### src/rtl/seg7_pkg.sv
// Shared 7-segment definitions: glyph constants, pattern type, capture FSM states
// and the pattern-to-nibble decoder used by both the capture and encode paths.
package seg7_pkg;

  typedef logic [6:0] seg7_t;

  typedef enum logic [0:0] {
    ST_IDLE   = 1'b0,
    ST_SETTLE = 1'b1
  } cap_state_t;

  // Bit order {g,f,e,d,c,b,a}, active-high
  localparam seg7_t SEG_BLANK = 7'h00;
  localparam seg7_t SEG_0 = 7'h3F;
  localparam seg7_t SEG_1 = 7'h06;
  localparam seg7_t SEG_2 = 7'h5B;
  localparam seg7_t SEG_3 = 7'h4F;
  localparam seg7_t SEG_4 = 7'h66;
  localparam seg7_t SEG_5 = 7'h6D;
  localparam seg7_t SEG_6 = 7'h7D;
  localparam seg7_t SEG_7 = 7'h07;
  localparam seg7_t SEG_8 = 7'h7F;
  localparam seg7_t SEG_9 = 7'h6F;
  localparam seg7_t SEG_A = 7'h77;
  localparam seg7_t SEG_B = 7'h7C;
  localparam seg7_t SEG_C = 7'h39;
  localparam seg7_t SEG_D = 7'h5E;
  localparam seg7_t SEG_E = 7'h79;
  localparam seg7_t SEG_F = 7'h71;

  // Returns {bad, nibble}; anything that is not a hex glyph decodes as bad zero
  function automatic logic [4:0] seg7_to_nibble(input seg7_t p);
    logic [4:0] r;
    case (p)
      SEG_0:   r = {1'b0, 4'h0};
      SEG_1:   r = {1'b0, 4'h1};
      SEG_2:   r = {1'b0, 4'h2};
      SEG_3:   r = {1'b0, 4'h3};
      SEG_4:   r = {1'b0, 4'h4};
      SEG_5:   r = {1'b0, 4'h5};
      SEG_6:   r = {1'b0, 4'h6};
      SEG_7:   r = {1'b0, 4'h7};
      SEG_8:   r = {1'b0, 4'h8};
      SEG_9:   r = {1'b0, 4'h9};
      SEG_A:   r = {1'b0, 4'hA};
      SEG_B:   r = {1'b0, 4'hB};
      SEG_C:   r = {1'b0, 4'hC};
      SEG_D:   r = {1'b0, 4'hD};
      SEG_E:   r = {1'b0, 4'hE};
      SEG_F:   r = {1'b0, 4'hF};
      default: r = {1'b1, 4'h0};
    endcase
    return r;
  endfunction

endpackage

### src/rtl/seg7_sync.sv
// Multi-bit flop-chain synchroniser; every bit travels through STAGES flops.
module seg7_sync #(
  parameter int unsigned WIDTH  = 7,
  parameter int unsigned STAGES = 2
) (
  input  logic             clock,
  input  logic             reset,
  input  logic [WIDTH-1:0] d,
  output logic [WIDTH-1:0] q
);

  logic [WIDTH-1:0] stage_r [STAGES];

  // Shift chain, cleared to zero by reset
  always_ff @(posedge clock) begin
    if (reset) begin
      for (int i = 0; i < int'(STAGES); i++) stage_r[i] <= {WIDTH{1'b0}};
    end else begin
      stage_r[0] <= d;
      for (int i = 1; i < int'(STAGES); i++) stage_r[i] <= stage_r[i-1];
    end
  end

  assign q = stage_r[STAGES-1];

endmodule

### src/rtl/seg7_capture.sv
// Samples an external 7-segment drive, waits for it to settle and emits the decoded
// nibble on a valid/ready register. Define SEG7_CAPTURE_DP_EN to capture the dp line too.
module seg7_capture
  import seg7_pkg::*;
#(
  parameter int unsigned SYNC_STAGES   = 2,
  parameter int unsigned STABLE_CYCLES = 4,
  parameter int unsigned DROP_W        = 8
) (
  input  logic              clock,
  input  logic              reset,
  input  logic [6:0]        seg,
`ifdef SEG7_CAPTURE_DP_EN
  input  logic              seg_dp,
  output logic              digit_dp,
`endif
  output logic [3:0]        digit,
  output logic              digit_bad,
  output logic              digit_valid,
  input  logic              digit_ready,
  output logic [DROP_W-1:0] drop_count
);

`ifdef SEG7_CAPTURE_DP_EN
  localparam int unsigned PW = 8;
  logic [PW-1:0] pat_in_s;
  assign pat_in_s = {seg_dp, seg};
`else
  localparam int unsigned PW = 7;
  logic [PW-1:0] pat_in_s;
  assign pat_in_s = seg;
`endif

  localparam int unsigned CNT_W = $clog2(STABLE_CYCLES + 1);

  logic [PW-1:0]    pat_sync_s;
  logic [PW-1:0]    cand_r;
  logic [PW-1:0]    last_r;
  logic [CNT_W-1:0] cnt_r;
  cap_state_t       state_r;

  logic             match_s;
  logic [CNT_W-1:0] cnt_inc_s;
  logic             accept_s;
  logic [PW-1:0]    accept_pat_s;
  logic             emit_s;
  logic [4:0]       dec_s;

  seg7_sync #(.WIDTH(PW), .STAGES(SYNC_STAGES)) u_sync (
    .clock (clock),
    .reset (reset),
    .d     (pat_in_s),
    .q     (pat_sync_s)
  );

  // Acceptance decision; in IDLE the live pattern is the candidate itself
  always_comb begin
    match_s      = (pat_sync_s == cand_r);
    cnt_inc_s    = cnt_r + CNT_W'(1);
    accept_s     = 1'b0;
    accept_pat_s = cand_r;
    case (state_r)
      ST_IDLE: begin
        accept_pat_s = pat_sync_s;
        if ((pat_sync_s != last_r) && (STABLE_CYCLES == 32'd1)) accept_s = 1'b1;
        else                                                     accept_s = 1'b0;
      end
      ST_SETTLE: begin
        if (match_s && (cnt_inc_s == CNT_W'(STABLE_CYCLES))) accept_s = 1'b1;
        else                                                  accept_s = 1'b0;
      end
      default: accept_s = 1'b0;
    endcase
    emit_s = accept_s && (accept_pat_s != {PW{1'b0}});
    dec_s  = seg7_to_nibble(accept_pat_s[6:0]);
  end

  // Stability FSM plus the output register and drop counter
  always_ff @(posedge clock) begin
    if (reset) begin
      state_r     <= ST_IDLE;
      cand_r      <= {PW{1'b0}};
      last_r      <= {PW{1'b0}};
      cnt_r       <= {CNT_W{1'b0}};
      digit       <= 4'h0;
      digit_bad   <= 1'b0;
      digit_valid <= 1'b0;
      drop_count  <= {DROP_W{1'b0}};
`ifdef SEG7_CAPTURE_DP_EN
      digit_dp    <= 1'b0;
`endif
    end else begin
      case (state_r)
        ST_IDLE: begin
          if (pat_sync_s != last_r) begin
            if (accept_s) begin
              last_r <= pat_sync_s;
            end else begin
              cand_r  <= pat_sync_s;
              cnt_r   <= CNT_W'(1);
              state_r <= ST_SETTLE;
            end
          end
        end
        ST_SETTLE: begin
          if (match_s) begin
            if (accept_s) begin
              last_r  <= cand_r;
              state_r <= ST_IDLE;
            end else begin
              cnt_r <= cnt_inc_s;
            end
          end else if (pat_sync_s == last_r) begin
            // Glitch fell back to what is already shown: nothing new to report
            state_r <= ST_IDLE;
          end else begin
            cand_r <= pat_sync_s;
            cnt_r  <= CNT_W'(1);
          end
        end
        default: state_r <= ST_IDLE;
      endcase

      if (emit_s) begin
        if (!digit_valid || digit_ready) begin
          digit       <= dec_s[3:0];
          digit_bad   <= dec_s[4];
          digit_valid <= 1'b1;
`ifdef SEG7_CAPTURE_DP_EN
          digit_dp    <= accept_pat_s[7];
`endif
        end else if (drop_count != {DROP_W{1'b1}}) begin
          drop_count <= drop_count + DROP_W'(1);
        end
      end else if (digit_valid && digit_ready) begin
        digit_valid <= 1'b0;
      end
    end
  end

endmodule
### config.mk
export PLATFORM = sky130hd
export DESIGN_NAME = seg7_capture
export DESIGN_NICKNAME = d
export VERILOG_FILES = /design/src/rtl/seg7_pkg.sv /design/src/rtl/seg7_sync.sv /design/src/rtl/seg7_capture.sv
export SDC_FILE = /design/constraint.sdc
export NUM_CORES = 1
export LEC_CHECK = 0
export ABC_AREA = 1
export CAP_MARGIN = 15
export CELL_PAD_IN_SITES_DETAIL_PLACEMENT = 0
export CELL_PAD_IN_SITES_GLOBAL_PLACEMENT = 1
export CORE_MARGIN = 2
export CORE_UTILIZATION = 40
export DETAILED_ROUTE_END_ITERATION = 7
export PLACE_DENSITY_LB_ADDON = 0.1
export SLEW_MARGIN = 20
export SYNTH_ARGS = -nofsm -noshare
export SYNTH_HDL_FRONTEND = slang
export SYNTH_SLANG_ARGS = --single-unit
### constraint.sdc
create_clock -name clock -period 1.65 [get_ports clock]
set_input_delay 0.4125 -clock clock [delete_from_list [all_inputs] [get_ports clock]]
set_output_delay 0.4125 -clock clock [all_outputs]
set_load 0.01 [all_outputs]
==> reports/summary.txt <==
Main synth FF type: dfxtp_1
die width: 84.0 µm
synthesized area: 2560 µm²
Max-slew headroom: 80.1%
placed cells: 507
Final Skew: 0.00916 ns
Worst path depth: 1
largest net degree at the start of global routing: 21
pwr dens: 759 nW/µm²
Crit Path Category: flop to output port
CTS tree: built
Reg-to-Reg Start: state_r$_SDFF_PP0_
Post-synth top cells: 121 x nand2_1, 60 x nor2_1, 47 x inv_1
Inserted Diodes: 0
count leader, synth: nand2_1
Synth Area in XOR/XNOR: 2.39%
post-synthesis adder-cell area fraction: 1.46%
post-place instance area: 3030 µm²
post-synthesis sequential area ratio: 35.9%
Cell Rows: 29
drt first pass iters: 4
Critical R2R Capture: digit[0]$_SDFFE_PP0P_
port bufs: 23
Routed Antenna Nets: 0
largest family of logic cells by synthesized area: simple AND/OR/NAND/NOR gates
CP max stage delay: 0.53 ns
worst-skew pair later-pin latency: 0.31 ns
CP startpoint: drop_count[7]$_SDFFE_PP0P_
CP Capture Type: output port
asr flop ratio synth: 0%
slowest CP cell: clkdlybuf4s50_1
largest area contributor in the netlist: dfxtp_1
Starting Density: 40.8%
Worst Path Arrival: 1.20 ns
GRT Util Overall: 18.7%
Fmax: 619 MHz
routed len/inst: 12.1 µm
I/O pin total: 24
Worst R2R Path Depth: 11
Vias: 2,446
pre-CTS WS: -0.0442 ns
clk slew on worst S/H paths: 0.10 ns
CP endpoint: drop_count[7]
post-synth top area share: 35.9%
Nets: 451
CTS root buffer: clkbuf_8
EDFF count, synth: 0
vias per inst: 4.74
routability cong.: 0.890
fin area: 3230 µm²
synth warn: 0
Min-Delay Path Class: flop to flop
cells along the critical path: clkdlybuf4s50_1
TritonCTS Sinks: 46
GRT overflow: 0
CTS Buf Count: 5
final WL: 6.24 mm
Compound-Gate Fraction of Synth Area: 8.98%
crit-path leading delay family: buffers and inverters
Synth Area per Inst: 6.49 µm²
Max clock buf depth: 2
multiplexer area fraction after synthesis: 0%
CP bufs+invs: 1
Die Area: 7060 µm²
P_leak: 1.58 nW
Tightest Pin Transition: 0.297 ns
synthesis-to-finish area growth: 25.9%
first-pass GRT wire length: 10.7 mm
1st-iter DRT viols: 93
reg-to-reg setup timing slack: 0.09 ns
Tcrit/Tclk final: 97.9%
data required time at the worst endpoint: 1.24 ns
DRC: 0
type of origin of the critical path: flop
Final WS setup: 0.0339 ns
die height: 84.0 µm
HPWL Detailed: 4.70 mm
status: complete, no violations
unique cell type count in the Yosys netlist: 33
crit path time final: 1.62 ns
Final setup violation count: 0
Slew Viols, Final: 0
Fin. Hold Viols: 0
Yosys reg bits: 46
Syn Inst Count: 395
synth top area cells: dfxtp_1 36%, nand2_1 18%, nor2_1 8.8%
VDD IR-drop max: 0.385 mV
Max-Cap Viols: 0
htree depth: 2
vias in the first global route: 2,307
CP Max Fanout: 4
Simple-Gate Fraction of Synth Area: 40.9%
initial antenna violation count: 0
syn_nets: 408
share of cells above drive strength 1: 21.6%
RSZ-0062 raised after global routing: yes
Post-Layout Cell Count: 516
Core Region: 6280 µm²
Core Util, Final: 51.4%
state kept, by name (all words and copies together), names as in the netlist:
| name | count |
|---|---|
| u_sync.stage_r | 14 |
| digit | 4 |
| last_r | 7 |
| cand_r | 7 |
| drop_count | 8 |
| digit_bad | 1 |
| cnt_r | 3 |
| digit_valid | 1 |
| state_r | 1 |
metal layers:
layer / part of all wire (%) / track usage (%)
met1: 51 / 26.8
met4: 0.82 / 4.84
met5: 0 / 0
met3: 4.0 / 2.97
met2: 44 / 29.1
report_power, final:
part	leakage, nW	switching (W)	total, W	internal (W)
registers	0.384	0.0000446	0.00120	0.00116
logic	1.15	0.000294	0.000478	0.000185
clock network	0.0495	0.000452	0.000767	0.000316
cell usage in the layout (no fill, tap or decap):
cell,n
nand3_4,1
dfxtp_2,14
buf_4,20
clkdlybuf4s50_1,16
nor2_1,58
o21ai_2,1
xor2_1,3
inv_1,47
buf_12,3
clkinv_1,1
dlymetal6s2s_1,4
o21ai_0,11
or2_1,1
nor3_2,1
a31oi_1,3
a21oi_1,23
inv_2,4
xnor2_1,4
a21oi_4,1
dfxtp_1,29
clkbuf_8,5
nand4_2,1
and3_1,1
nor2_2,7
nor2_4,7
nand3_2,3
nand2_4,2
nand4_1,8
nand2_1,110
nand2_2,18
inv_6,4
o21bai_1,2
dlygate4sd2_1,3
o21ai_1,1
ha_1,3
dfxtp_4,3
nand3_1,16
worst min-delay path by stage:
stage                               startpoint                               end  slack, ns  cells past startpoint
6_report       u_sync.stage_r[0][6]$_SDFF_PP0_  u_sync.stage_r[0][13]$_SDFF_PP0_       0.40                      2
5_1_grt        u_sync.stage_r[0][5]$_SDFF_PP0_  u_sync.stage_r[0][12]$_SDFF_PP0_       0.42                      2
4_1_cts        u_sync.stage_r[0][4]$_SDFF_PP0_  u_sync.stage_r[0][11]$_SDFF_PP0_       0.40                      2
3_5_place_dp   u_sync.stage_r[0][6]$_SDFF_PP0_  u_sync.stage_r[0][13]$_SDFF_PP0_       0.39                      2
3_3_place_gp   u_sync.stage_r[0][5]$_SDFF_PP0_  u_sync.stage_r[0][12]$_SDFF_PP0_       0.39                      2
2_1_floorplan  u_sync.stage_r[0][3]$_SDFF_PP0_  u_sync.stage_r[0][10]$_SDFF_PP0_       0.39                      2
timing repair:
action | 4_1_cts | 5_1_grt
hold buffers | 0 | 0
endpoints found under the setup margin | 18 | 35
gates resized for setup | 13 | 34
pin swaps | 0 | 2
hold endpoints to repair | 0 | 0
setup buffers | 0 | 1
through the flow:
| step | total power (W) | hold WS [ns] | TNS (ns) |
|---|---|---|---|
| floorplan | 0.00152 | 0.388 | 0 |
| global placement | 0.00167 | 0.391 | -0.0131 |
| detailed placement | 0.00167 | 0.395 | -0.102 |
| CTS | 0.00245 | 0.404 | 0 |
| global route | 0.00258 | 0.417 | -0.339 |
| finish | 0.00245 | 0.400 | 0 |
final cells by class:
class	count	area, µm²
clock buffers	5	68.8
clock inverters	3	26.3
fillers	637	3050
inverters	53	204
multi-input cells	286	1430
flip-flops and latches	46	950
well taps	77	96.3
repair buffers	46	447
cell families after synthesis:
group | count (synthesis)
adders and majority gates | 3
AOI/OAI and AO/OA | 42
DFF | 46
and+or+nand+nor | 234
buffers and inverters | 63
xor gates and xnor gates | 7
Note: power is estimated with default switching activity, not from simulation.
